[src/rtl/jtpang_pcm_rom_if.sv]
// rtl/jtpang_pcm_rom_if.sv - PCM byte port and SDRAM word port of the PCM ROM fetch adapter
interface jtpang_pcm_rom_if #(
  parameter int AW = 18
);
  logic [AW-1:0] pcm_addr;
  logic [7:0]    pcm_data;
  logic          pcm_ok;
  logic [AW-2:0] sdram_addr;
  logic          sdram_req;
  logic          sdram_ack;
  logic          sdram_dok;
  logic [15:0]   sdram_data;

  // master: the fetch adapter (serves the decoder, requests from SDRAM)
  modport master (
    input  pcm_addr,
    output pcm_data,
    output pcm_ok,
    output sdram_addr,
    output sdram_req,
    input  sdram_ack,
    input  sdram_dok,
    input  sdram_data
  );

  // slave: decoder plus SDRAM slot seen from the outside
  modport slave (
    output pcm_addr,
    input  pcm_data,
    input  pcm_ok,
    input  sdram_addr,
    input  sdram_req,
    output sdram_ack,
    output sdram_dok,
    output sdram_data
  );
endinterface

[src/rtl/jtpang_pcm_rom.sv]
// rtl/jtpang_pcm_rom.sv - PCM byte ROM port served from a small word cache over SDRAM
module jtpang_pcm_rom #(
  parameter int LINES = 4,
  parameter int AW    = 18
) (
  input  logic             clk,
  input  logic             rst_n,
  input  logic             flush,
  jtpang_pcm_rom_if.master bus
);
  localparam int IW = (LINES > 1) ? $clog2(LINES) : 1;

  typedef enum logic [1:0] {IDLE, REQ, WAIT} state_t;

  state_t           state, state_nx;
  logic [AW-2:0]    tag  [LINES];
  logic [15:0]      data [LINES];
  logic [LINES-1:0] valid;
  logic [IW-1:0]    rr;

  logic [AW-2:0]    word_addr;
  logic [LINES-1:0] match;
  logic             any_match;
  logic [15:0]      match_word;

  logic             hit_r;
  logic [15:0]      word_r;
  logic [AW-1:0]    addr_l;

  logic             drop, drop_nx;
  logic             req_nx;
  logic [AW-2:0]    addr_nx;
  logic             fill;

  assign word_addr = bus.pcm_addr[AW-1:1];
  assign any_match = |match;

  // tag compare; scanning from the top lets the lowest matching index win
  always_comb begin
    match      = '0;
    match_word = '0;
    for (int i = LINES - 1; i >= 0; i--) begin
      match[i] = valid[i] && (tag[i] == word_addr);
      if (match[i]) match_word = data[i];
    end
  end

  // hit pipeline: registered hit/word plus the address they belong to
  always_ff @(posedge clk) begin
    if (!rst_n) begin
      hit_r  <= 1'b0;
      word_r <= '0;
      addr_l <= '0;
    end else begin
      hit_r  <= any_match && !flush;
      word_r <= match_word;
      addr_l <= bus.pcm_addr;
    end
  end

  // ok drops the moment the decoder moves away from the latched address
  assign bus.pcm_ok   = hit_r && (addr_l == bus.pcm_addr);
  assign bus.pcm_data = addr_l[0] ? word_r[15:8] : word_r[7:0];

  // fetch FSM next state; a flush seen while a fetch is in flight marks its
  // data as belonging to the old bank, so the eventual dok is discarded
  always_comb begin
    state_nx = state;
    req_nx   = bus.sdram_req;
    addr_nx  = bus.sdram_addr;
    drop_nx  = drop;
    fill     = 1'b0;
    case (state)
      IDLE: begin
        drop_nx = 1'b0;
        if (!any_match && !flush) begin
          state_nx = REQ;
          req_nx   = 1'b1;
          addr_nx  = word_addr;
        end
      end
      REQ: begin
        if (flush) drop_nx = 1'b1;
        if (bus.sdram_ack) begin
          req_nx = 1'b0;
          if (bus.sdram_dok) begin
            fill     = !(drop || flush);
            state_nx = IDLE;
          end else begin
            state_nx = WAIT;
          end
        end
      end
      WAIT: begin
        if (flush) drop_nx = 1'b1;
        if (bus.sdram_dok) begin
          fill     = !(drop || flush);
          state_nx = IDLE;
        end
      end
      default: state_nx = IDLE;
    endcase
  end

  // fetch FSM state and SDRAM request registers
  always_ff @(posedge clk) begin
    if (!rst_n) begin
      state          <= IDLE;
      bus.sdram_req  <= 1'b0;
      bus.sdram_addr <= '0;
      drop           <= 1'b0;
    end else begin
      state          <= state_nx;
      bus.sdram_req  <= req_nx;
      bus.sdram_addr <= addr_nx;
      drop           <= drop_nx;
    end
  end

  // cache fill with round-robin replacement; flush only touches valid bits
  always_ff @(posedge clk) begin
    if (!rst_n) begin
      valid <= '0;
      rr    <= '0;
    end else if (flush) begin
      valid <= '0;
    end else if (fill) begin
      valid[rr] <= 1'b1;
      tag[rr]   <= bus.sdram_addr;
      data[rr]  <= bus.sdram_data;
      rr        <= (LINES == 1) ? '0 : rr + IW'(1);
    end
  end
endmodule

[src/flat_wrapper.sv]
// flat-port wrapper written by rule: the top's interface ports become plain ports
module jtpang_pcm_rom_flat 
#(
  parameter int LINES = 4,
  parameter int AW    = 18
)
  (clk, rst_n, flush, bus_pcm_addr, bus_pcm_data, bus_pcm_ok, bus_sdram_addr, bus_sdram_req, bus_sdram_ack, bus_sdram_dok, bus_sdram_data);
  jtpang_pcm_rom_if #(.AW(AW)) bus_i ();
  input  logic clk;
  input  logic rst_n;
  input  logic flush;
  input wire logic [$bits(bus_i.pcm_addr)-1:0] bus_pcm_addr;
  output wire logic [$bits(bus_i.pcm_data)-1:0] bus_pcm_data;
  output wire logic [$bits(bus_i.pcm_ok)-1:0] bus_pcm_ok;
  output wire logic [$bits(bus_i.sdram_addr)-1:0] bus_sdram_addr;
  output wire logic [$bits(bus_i.sdram_req)-1:0] bus_sdram_req;
  input wire logic [$bits(bus_i.sdram_ack)-1:0] bus_sdram_ack;
  input wire logic [$bits(bus_i.sdram_dok)-1:0] bus_sdram_dok;
  input wire logic [$bits(bus_i.sdram_data)-1:0] bus_sdram_data;
  assign bus_i.pcm_addr = bus_pcm_addr;
  assign bus_pcm_data = bus_i.pcm_data;
  assign bus_pcm_ok = bus_i.pcm_ok;
  assign bus_sdram_addr = bus_i.sdram_addr;
  assign bus_sdram_req = bus_i.sdram_req;
  assign bus_i.sdram_ack = bus_sdram_ack;
  assign bus_i.sdram_dok = bus_sdram_dok;
  assign bus_i.sdram_data = bus_sdram_data;
  jtpang_pcm_rom #(.LINES(LINES), .AW(AW)) u_core (.clk(clk), .rst_n(rst_n), .flush(flush), .bus(bus_i));
endmodule
[config.mk]
export PLATFORM = sky130hd
export DESIGN_NAME = jtpang_pcm_rom_flat
export DESIGN_NICKNAME = d
export VERILOG_FILES = /design/src/rtl/jtpang_pcm_rom_if.sv /design/src/rtl/jtpang_pcm_rom.sv /design/src/flat_wrapper.sv
export SDC_FILE = /design/constraint.sdc
export NUM_CORES = 1
export LEC_CHECK = 0
export ABC_AREA = 1
export BUFFER_PORTS_ARGS = -buffer_cell sky130_fd_sc_hd__buf_4
export CAP_MARGIN = 30
export CORE_AREA = 2 2 116 118
export DETAILED_ROUTE_END_ITERATION = 16
export DIE_AREA = 0 0 118 120
export PLACE_DENSITY = 0.83
export SYNTH_ARGS = -nofsm -noshare
export SYNTH_HDL_FRONTEND = slang
export SYNTH_SLANG_ARGS = --single-unit
[constraint.sdc]
create_clock -name clk -period 7 [get_ports clk]
set_input_delay 0.7 -clock clk [delete_from_list [all_inputs] [get_ports clk]]
set_output_delay 0.7 -clock clk [all_outputs]
set_load 0.005 [all_outputs]
* Word-level counts from Yosys, hierarchy flattened *
Memories as Yosys holds them, arrays and structs flattened.
Index checks and enable logic that the tools add are counted.

storage, ports and cells
  register bits after elaboration = 62
  memory bits (writable) = 132
  bits of input ports = 39
  output and inout port bits = 27
  word-level logic and storage cells = 75
  memories = 2

cells by class
  add/subtract/negate cells = 1
  order comparisons = 2
  equality and inequality tests = 11
  multiplexer cells = 24
  bitwise operators = 3
  reduce and logical (&&, ||, !) cells = 23

memories
  memory       words  bits a word  rd ports  clocked after Yosys merged registers in  wr ports  RTL line              source
  u_core.tag   4      17           4         0                                        1         jtpang_pcm_rom.sv:16  logic [AW-2:0] tag [LINES];
  u_core.data  4      16           4         0                                        1         jtpang_pcm_rom.sv:17  logic [15:0] data [LINES];

operators with widths
  operator             number
  $eq 17x17->1         4
  $mux 16              4
  $eq 18x18->1         1
  $mux 1               10
  $logic_and 1x1->1    8
  $mux 2               4
  $mux 8               1
  $pmux 1 s2           3
  $pmux 2 s3           1
  $reduce_and 2->1     3
  $reduce_and 3->1     2
  $ne 2x1->1 const B   2
  $ne 2x2->1 const B   2
  $or 4x4->4           1
  $reduce_bool 2->1    2
  $reduce_or 2->1      2
  $reduce_or 4->1      1
  $logic_not 1->1      3
  $lt 2x3->1 const B   1
  $add 2x1->2 const B  1
  $demux 1 s2          1
  $eq 2x1->1 const B   1
  $eq 2x2->1 const B   1
  $ge 2x1->1 const B   1
  other kinds (3)      4

* Depth between registers and ports, before layout *
Gate-level depths: netlist of the first run.

  depth in word-level cells = 9
  depth in mapped cells = 15
  depth with buffers taken out = 14

* Worst setup path after synthesis of the first run *
Ideal clock, no wire load.

  path type = input-to-reg
  start point = in flush
  end point = mem u_core.data[0][0], enable pin
  setup time = 0.423 ns
  arrival = 2.536 ns
  required time = 6.577 ns
  setup slack = 4.041 ns
  stages on the path = 5
  buffers on the path = 0
  cell sequence = nor2_1 > nand3_1 > inv_1 > nand2_1 > nor2_1

between the ends
  cells in the longest elaborated chain, start to end = 9

ends and longest elaborated chain
  item                              RTL line                                    source
  from (decl)                       flat_wrapper.sv:11                          input logic flush;
  $logic_or 1x1->1                  jtpang_pcm_rom.sv:87, jtpang_pcm_rom.sv:97
  $logic_not 1->1                   jtpang_pcm_rom.sv:87, jtpang_pcm_rom.sv:97
  $mux 1                            jtpang_pcm_rom.sv:86, jtpang_pcm_rom.sv:96
  $mux 1                            jtpang_pcm_rom.sv:84                        if (bus.sdram_ack) begin
  $pmux 1 s2                        jtpang_pcm_rom.sv:73                        case (state)
  $mux 1                            jtpang_pcm_rom.sv:127                       end else if (fill) begin
  $mux 1 (*)                        jtpang_pcm_rom.sv:125                       end else if (flush) begin
  $mux 1 (*)                        jtpang_pcm_rom.sv:122                       if (!rst_n) begin
  $mux 1 (implied by the code) (*)  jtpang_pcm_rom.sv:130                       data[rr] <= bus.sdram_data;
  to (decl)                         jtpang_pcm_rom.sv:17

Every way passes the cells marked *; elsewhere a longest branch is shown, timed or not.

* Worst setup path after layout of the first run *
  start point = reg u_core.addr_l[0]
  end point = out bus_pcm_ok

between the ends
  cells in the longest elaborated chain, start to end = 2

ends and longest elaborated chain
  item                    RTL line              source
  from (decl)             jtpang_pcm_rom.sv:28  logic [AW-1:0] addr_l;
  from (signal assigned)  jtpang_pcm_rom.sv:57  addr_l <= bus.pcm_addr;
  $eq 18x18->1            jtpang_pcm_rom.sv:62  assign bus.pcm_ok = hit_r && (addr_l == bus.pcm_addr);
  $logic_and 1x1->1       jtpang_pcm_rom.sv:62
  to (decl)               flat_wrapper.sv:14    output wire logic [$bits(bus_i.pcm_ok)-1:0] bus_pcm_ok;

No other way between the ends.

==> results of run 1 <==
==> layout by cell type (no fill, tap or decap), types with 3 or more instances in the layout <==
| master | Yosys | final |
|---|---|---|
| nor2_1 | 46 | 42 |
| ha_1 | 7 | 7 |
| nand2_1 | 194 | 194 |
| inv_1 | 106 | 106 |
| nand3_1 | 6 | 6 |
| dfxtp_1 | 62 | 62 |
| o21ai_1 | 33 | 33 |
| inv_6 | 0 | 4 |
| clkbuf_16 | 0 | 19 |
| o21ai_0 | 40 | 40 |
| buf_4 | 1 | 66 |
| or2_0 | 3 | 3 |
| edfxtp_1 | 132 | 132 |
| nand3_4 | 3 | 3 |
| o22ai_1 | 5 | 5 |
| nor2_2 | 4 | 4 |
| a22o_1 | 3 | 3 |
| nor2_4 | 2 | 6 |
| a21oi_1 | 57 | 57 |
| inv_2 | 15 | 15 |
| xnor2_1 | 16 | 16 |
| o211ai_1 | 19 | 19 |
==> worst max-delay path: stages (launching register included) <==
cell	delay, ps
dfxtp_1	550
clkinv_1	460
a22o_1	310
nor4_1	170
nor4b_1	300
buf_4	170
==> logic make-up after synthesis <==
logic type / after synthesis / synth area share [%]
XOR/XNOR: 18 / 1.96
AO/OA/AOI/OAI: 161 / 11.0
buffers and inverters: 146 / 7.26
adder cells (fa/ha/maj): 7 / 1.09
AND/OR/NAND/NOR: 269 / 14.0
flip-flops: 194 / 64.7
==> registers in the layout, summed over array words and instances (netlist names) <==
name,flops
u_core.hit_r,1
u_core.data,64
u_core.drop,1
u_core.bus.sdram_req,1
u_core.tag,68
u_core.word_r,16
u_core.bus.sdram_addr,17
u_core.valid,4
u_core.addr_l,18
u_core.rr,2
u_core.state,2
==> through the flow <==
step	power (W)	setup slack, ps	hold WS [ps]	utilization (%)	cell area (um^2)
after floorplan	0.00140	4040	429	-	8050
after global placement	0.00147	4140	443	66.8	8670
after detailed placement	0.00148	4130	466	67.3	8740
after CTS	0.00243	3930	446	71.9	9340
after global routing	0.00250	3750	447	72.1	9360
final	0.00243	3900	457	72.1	9360
==> cell type report <==
type / instances / area [um^2]
sequential: 194 / 5200
tap: 176 / 220
clock buffer: 21 / 483
timing repair buffer: 70 / 591
clock inverter: 11 / 114
multi-input combinational: 455 / 2290
inverter: 122 / 458
fill: 887 / 3620
==> Yosys cell counts <==
cell / number
clkinv_1: 1
o22ai_1: 5
buf_2: 8
xnor2_1: 16
nand3_4: 3
o211ai_1: 19
nor4_1: 2
o21ai_0: 40
buf_4: 1
o21ai_1: 33
a21oi_1: 57
or2_0: 3
nand3_1: 6
inv_1: 106
inv_2: 15
nand2_4: 1
clkbuf_1: 12
dfxtp_1: 62
xor2_1: 2
o2111ai_1: 1
edfxtp_1: 132
nor3_1: 2
nand2_2: 2
a221oi_1: 1
a211o_1: 1
a22o_1: 3
nor2_1: 46
nand2_1: 194
or2_2: 2
nor2_4: 2
nor2_2: 4
nor4b_1: 1
ha_1: 7
nand3_2: 1
o21bai_1: 1
buf_6: 3
==> worst paths after layout <==
kind | start | cells past startpoint | endpoint
worst min register to register | u_core.valid[1]$_SDFFE_PP0N_ | 2 | u_core.valid[1]$_SDFFE_PP0N_
worst max register to register | u_core.tag[2][3]$_DFFE_PP_ | 11 | u_core.bus.sdram_addr[0]$_SDFFE_PN0P_
worst min-delay path | bus_sdram_data[4] | 1 | u_core.data[2][4]$_DFFE_PP_
worst max-delay path | u_core.addr_l[0]$_SDFF_PN0_ | 5 | bus_pcm_ok
==> report_power, final <==
part           internal [W]  total (W)  switching, W
Clock              0.000542   0.000973      0.000432
Combinational     0.0000675   0.000165     0.0000977
Sequential          0.00126    0.00129     0.0000308
==> per-layer routing <==
metal	vias to the layer above	global-route usage [%]	wire [um]
met4	0	14.0	626
met5	-	0	0
met3	43	5.80	1300
li1	2753	-	-
met1	2680	31.7	6990
met2	237	45.9	9150
==> results.sh, run 1 <==
export IMPL_slew_viol_final=0
export IMPL_period_share_pct=44.3
export IMPL_die_y_um=120
export IMPL_finalHoldViolations=0
export IMPL_antenna_found_initial=0
export IMPL_status="finished clean"
export IMPL_grt_usage_pct=26.7
export IMPL_clkSinkCount=194
export IMPL_clock_path_buffers=2
export IMPL_instances_no_fill=1049
export IMPL_area_growth_syn_to_layout_pct=16.3
export IMPL_grt_max_degree=56
export IMPL_place_inst=1016
export IMPL_max_slew_worst_pin_slew_ps=595
export IMPL_cts_buffers=17
export IMPL_drt_wl_total_um=18100
export IMPL_max_slew_margin_pct=60.3
export IMPL_syn_instance_count=795
export IMPL_synthesis_nets=841
export IMPL_hold_path_class="input pin to flop"
export IMPL_setup_viol=0
export IMPL_ctsHoldBuffers=0
export IMPL_synth_distinct_cells=36
export IMPL_grt_remaining_overflow=0
export IMPL_yosysTopAreaCellShare_pct=49.3
export IMPL_grt_pass1_vias=5704
export IMPL_leakage_nw=3.86
export IMPL_ir_drop_mv=0.239
export IMPL_grt_pass1_wl_um=28300
export IMPL_htree_levels=4
export IMPL_skew_ps=10.2
export IMPL_synth_area_leaders="edfxtp_1 49%, dfxtp_1 15%, nand2_1 9.0%, inv_1 4.9%, a21oi_1 3.5%"
export IMPL_drc=0
export IMPL_fin_crit_ps=3100
export IMPL_reg2reg_slack_ps=4630
export IMPL_critPathCaptureType="primary output"
export IMPL_synth_seq_area_share_pct=64.7
export IMPL_worstPathRequired_ps=6300
export IMPL_die_x_um=118
export IMPL_path_class="flop to primary output"
export IMPL_ys_ff_latch=194
export IMPL_antennaDiodeCount=0
export IMPL_row_count=42
export IMPL_rsz0062_at_grt="no"
export IMPL_synth_top_area_cell="edfxtp_1"
export IMPL_root_buffer="clkbuf_16"
export IMPL_fin_nets=906
export IMPL_ios=66
export IMPL_drtPass1Iterations=5
export IMPL_postRouteAntennaNets=0
export IMPL_fmax_mhz=322
export IMPL_clock_latency_ps=440
export IMPL_drive_gt1_share_pct=15.3
export IMPL_dp_hpwl_um=11800
export IMPL_clk_pin_slew_ps=70
export IMPL_setup_worst_path_start_class="flop"
export IMPL_port_buffers=65
export IMPL_cts_setup_buffers=0
export IMPL_path_max_fanout=10
export IMPL_routed_wire_length_per_instance_um=17.2
export IMPL_vias=5713
export IMPL_yosys_warnings=0
export IMPL_floorplan_initialDensity_pct=62.0
export IMPL_p_per_area_nw_per_um2=259
export IMPL_synth_area_um2=8050
export IMPL_tns_ps=0
export IMPL_avgSynthCellArea_um2=10.1
export IMPL_dieArea_um2=14200
export IMPL_cts_tree="done"
export IMPL_core_um2=13000
export IMPL_postCtsResizedCells=0
export IMPL_first_iter_violations=594
export IMPL_cap_violations=0
export IMPL_viasPerCell=5.45
export IMPL_arrival_ps=2400
export IMPL_place_congestion=0.893
No activity file was read; power rests on OpenSTA's default activity.
==> inputs of run 2 (changes only) <==
--- a/config.mk
+++ b/config.mk
@@ -5,13 +5,13 @@
 export SDC_FILE = /design/constraint.sdc
 export NUM_CORES = 1
 export LEC_CHECK = 0
-export ABC_AREA = 1
+export ABC_AREA = 0
 export BUFFER_PORTS_ARGS = -buffer_cell sky130_fd_sc_hd__buf_4
 export CAP_MARGIN = 30
-export CORE_AREA = 2 2 116 118
+export CORE_AREA = 2 2 126 128
 export DETAILED_ROUTE_END_ITERATION = 16
-export DIE_AREA = 0 0 118 120
-export PLACE_DENSITY = 0.83
+export DIE_AREA = 0 0 128 130
+export PLACE_DENSITY = 0.75
 export SYNTH_ARGS = -nofsm -noshare
 export SYNTH_HDL_FRONTEND = slang
 export SYNTH_SLANG_ARGS = --single-unit
==> constraint.sdc (replaced) <==
create_clock -name clk -period 2.55 [get_ports clk]
set_input_delay 0.255 -clock clk [delete_from_list [all_inputs] [get_ports clk]]
set_output_delay 0.255 -clock clk [all_outputs]
set_load 0.005 [all_outputs]
==> run 2 against run 1 <==
  * Clock-buffer cell count decreased by 1
  * Clock skew about the same
  * First-iteration DRC count decreased by 41%
  * Utilization decreased by 11 points
  * Cell count decreased by 16%
  * Combinational power increased by 140%
  * Sequential power increased to 2.7 times the previous value
  * Largest power group unchanged
==> results.sh, run 2 <==
export IMPL_status="finished clean"
export IMPL_row_count=46
export IMPL_multi_input_area_um2=2560
export IMPL_ys_flop_type="edfxtp_1"
export IMPL_cap_violations=0
export IMPL_critPathCaptureType="primary output"
export IMPL_synth_distinct_cells=51
export IMPL_first_iter_violations=352
export IMPL_postCtsResizedCells=0
export IMPL_htree_levels=4
export IMPL_synth_seq_area_share_pct=63.7
export IMPL_nFillCells=1193
export IMPL_dieArea_um2=16600
export IMPL_whs_endpoint="u_core.data[3][4]$_DFFE_PP_"
export IMPL_grt_pass1_wl_um=27800
export IMPL_core_um2=15400
export IMPL_skew_ps=10.2
export IMPL_max_slew_worst_pin_slew_ps=793
export IMPL_synth_top_area_cell="edfxtp_1"
export IMPL_floorplan_initialDensity_pct=53.0
export IMPL_dp_hpwl_um=12200
export IMPL_routed_wire_length_per_instance_um=20.5
export IMPL_antennaDiodeCount=0
export IMPL_synthArstFlopShare_pct=0
export IMPL_pre_cts_ws_ps=106
export IMPL_synth_common_cells="132 x edfxtp_1, 65 x xnor2_1, 62 x dfxtp_1, 62 x nand2_1, 29 x nand4_1"
export IMPL_synth_compound_area_share_pct=4.76
export IMPL_drtPass1Iterations=5
export IMPL_slew_viol_final=0
export IMPL_max_slew_margin_pct=47.1
export IMPL_place_congestion=0.906
export IMPL_clk_pin_slew_ps=70
export IMPL_path_class="flop to primary output"
export IMPL_grt_remaining_overflow=0
export IMPL_rsz0062_at_grt="no"
export IMPL_reg2reg_slack_ps=130
export IMPL_tns_ps=0
export IMPL_syn_instance_count=609
export IMPL_worst_slack_ps=68.5
export IMPL_yosysTopAreaCellShare_pct=48.5
export IMPL_cts_buffers=17
export IMPL_largest_reg_flops=68
export IMPL_grt_max_degree=33
export IMPL_p_per_area_nw_per_um2=696
export IMPL_synthesis_nets=655
export IMPL_synth_adder_area_share_pct=1.07
export IMPL_synth_top_family_by_area="simple AND/OR/NAND/NOR gates"
export IMPL_synth_edff_count=132
export IMPL_clkSinkCount=194
export IMPL_cp_top_family="simple AND/OR/NAND/NOR gates"
export IMPL_final_common_cell="edfxtp_1"
export IMPL_worstHoldStart="bus_sdram_data[4]"
export IMPL_grt_pass1_vias=4875
export IMPL_reg_top3="u_core.tag: 68 flops, u_core.data: 64 flops, u_core.addr_l: 18 flops"
export IMPL_final_cell_mix="132 x edfxtp_1, 80 x buf_4, 65 x xnor2_1"
export IMPL_reg2reg_from="u_core.tag[1][4]$_DFFE_PP_"
export IMPL_postRouteAntennaNets=0
export IMPL_muxShareOfSynthArea_pct=3.45
export IMPL_cts_setup_buffers=0
export IMPL_avgSynthCellArea_um2=13.4
export IMPL_regMostFlops="u_core.tag"
export IMPL_period_share_pct=97.3
export IMPL_fin_nets=718
export IMPL_fin_crit_ps=2480
export IMPL_yosys_area_share_simple_pct=11.6
export IMPL_viasPerCell=5.65
export IMPL_grt_usage_pct=22.8
export IMPL_die_x_um=128
export IMPL_yosys_warnings=0
export IMPL_synth_xor_xnor_area_share_pct=10.4
export IMPL_r2r_end="u_core.word_r[11]$_SDFF_PN0_"
export IMPL_setup_worst_path_start_class="flop"
export IMPL_r2r_cells=7
export IMPL_drt_wl_total_um=18000
export IMPL_cpPeakStageDelay_ps=470
export IMPL_arrival_ps=2230
export IMPL_hold_path_class="input pin to flop"
export IMPL_ys_ff_latch=194
export IMPL_worstPathRequired_ps=2300
export IMPL_crit_slowest_cell="or4_1"
export IMPL_cts_tree="done"
export IMPL_vias=4958
export IMPL_cp_num_buf_inv=1
export IMPL_finalHoldViolations=0
export IMPL_ctsHoldBuffers=0
export IMPL_synth_area_um2=8170
export IMPL_ios=66
export IMPL_seq_area_um2=5200
export IMPL_crit_chain="xnor2_1, nand4_1, or4_1, nor4_1, buf_4"
export IMPL_setup_viol=0
export IMPL_clock_path_buffers=2
export IMPL_yosysMostFrequentCell="edfxtp_1"
export IMPL_drc=0
export IMPL_root_buffer="clkbuf_16"
export IMPL_ir_drop_mv=0.507
export IMPL_port_buffers=65
export IMPL_clock_latency_ps=430
export IMPL_min_path_cells=1
export IMPL_synth_area_leaders="edfxtp_1 49%, dfxtp_1 15%, xnor2_1 7.0%, nand2_1 2.8%, nand4_1 2.2%"
export IMPL_fmax_mhz=403
export IMPL_leakage_nw=3.46
export IMPL_hold_ws_ps=21.4
export IMPL_drive_gt1_share_pct=22.6
export IMPL_area_growth_syn_to_layout_pct=14.5
export IMPL_path_max_fanout=1
export IMPL_die_y_um=130
export IMPL_antenna_found_initial=0
==> run 2: cell count changes after synthesis, moves of 24 or more <==
cell / delta
a21oi_1: -51
inv_1: -78
nand2_1: -132
nand4_1: +29
nor2_1: -38
o21ai_1: -24
xnor2_1: +49
==> run 2: how the worst max path moves through the flow <==
stage / start / to / slack, ps / cells after the start
after detailed placement: bus_pcm_addr[5] / u_core.word_r[0]$_SDFF_PN0_ / 110 / 8
after floorplan: u_core.state[1]$_SDFFE_PN0P_ / u_core.data[0][0]$_DFFE_PP_ / 160 / 5
after CTS: u_core.addr_l[15]$_SDFF_PN0_ / bus_pcm_ok / 120 / 5
final: u_core.addr_l[15]$_SDFF_PN0_ / bus_pcm_ok / 70 / 5
after global routing: u_core.addr_l[15]$_SDFF_PN0_ / bus_pcm_ok / 30 / 5
after global placement: bus_pcm_addr[5] / u_core.word_r[11]$_SDFF_PN0_ / 200 / 8
==> run 2: cell type report <==
class	count	area share [%]
inverter	28	1.12
tap	192	2.57
multi-input combinational	349	27.4
sequential	194	55.7
clock inverter	12	1.42
timing repair buffer	82	6.85
clock buffer	20	5.00
==> run 2: layer usage <==
| layer | part of all wire [%] | track usage [%] | wire (um) | vias to the layer above |
|---|---|---|---|---|
| li1 | - | - | - | 2304 |
| met1 | 46 | 32.1 | 8200 | 2490 |
| met2 | 48 | 36.2 | 8610 | 136 |
| met3 | 4.7 | 4.02 | 847 | 28 |
| met4 | 1.9 | 8.40 | 345 | 0 |
| met5 | 0 | 0 | 0 | - |
==> run 2: kinds of logic after synthesis <==
| family | after synthesis |
|---|---|
| compound gates | 63 |
| buf+inv | 66 |
| xor+xnor | 87 |
| mux | 27 |
| simple gates | 165 |
| flops | 194 |
| fa+ha+maj | 7 |
==> run 2: where the power goes <==
part,internal (W),leakage (nW),switching [W]
logic,0.000178,1.47,0.000217
registers,0.00340,1.70,0.0000459
clock network,0.00147,0.293,0.00120
==> run 2: metrics by stage <==
stage	cell area [um^2]	power, W	util [%]	cells
3_3_place_gp	8750	0.00390	56.7	845
6_report	9350	0.00651	60.6	877
3_5_place_dp	8750	0.00391	56.7	845
4_1_cts	9350	0.00654	60.6	877
5_1_grt	9350	0.00671	60.6	877
2_1_floorplan	8170	0.00376	-	609
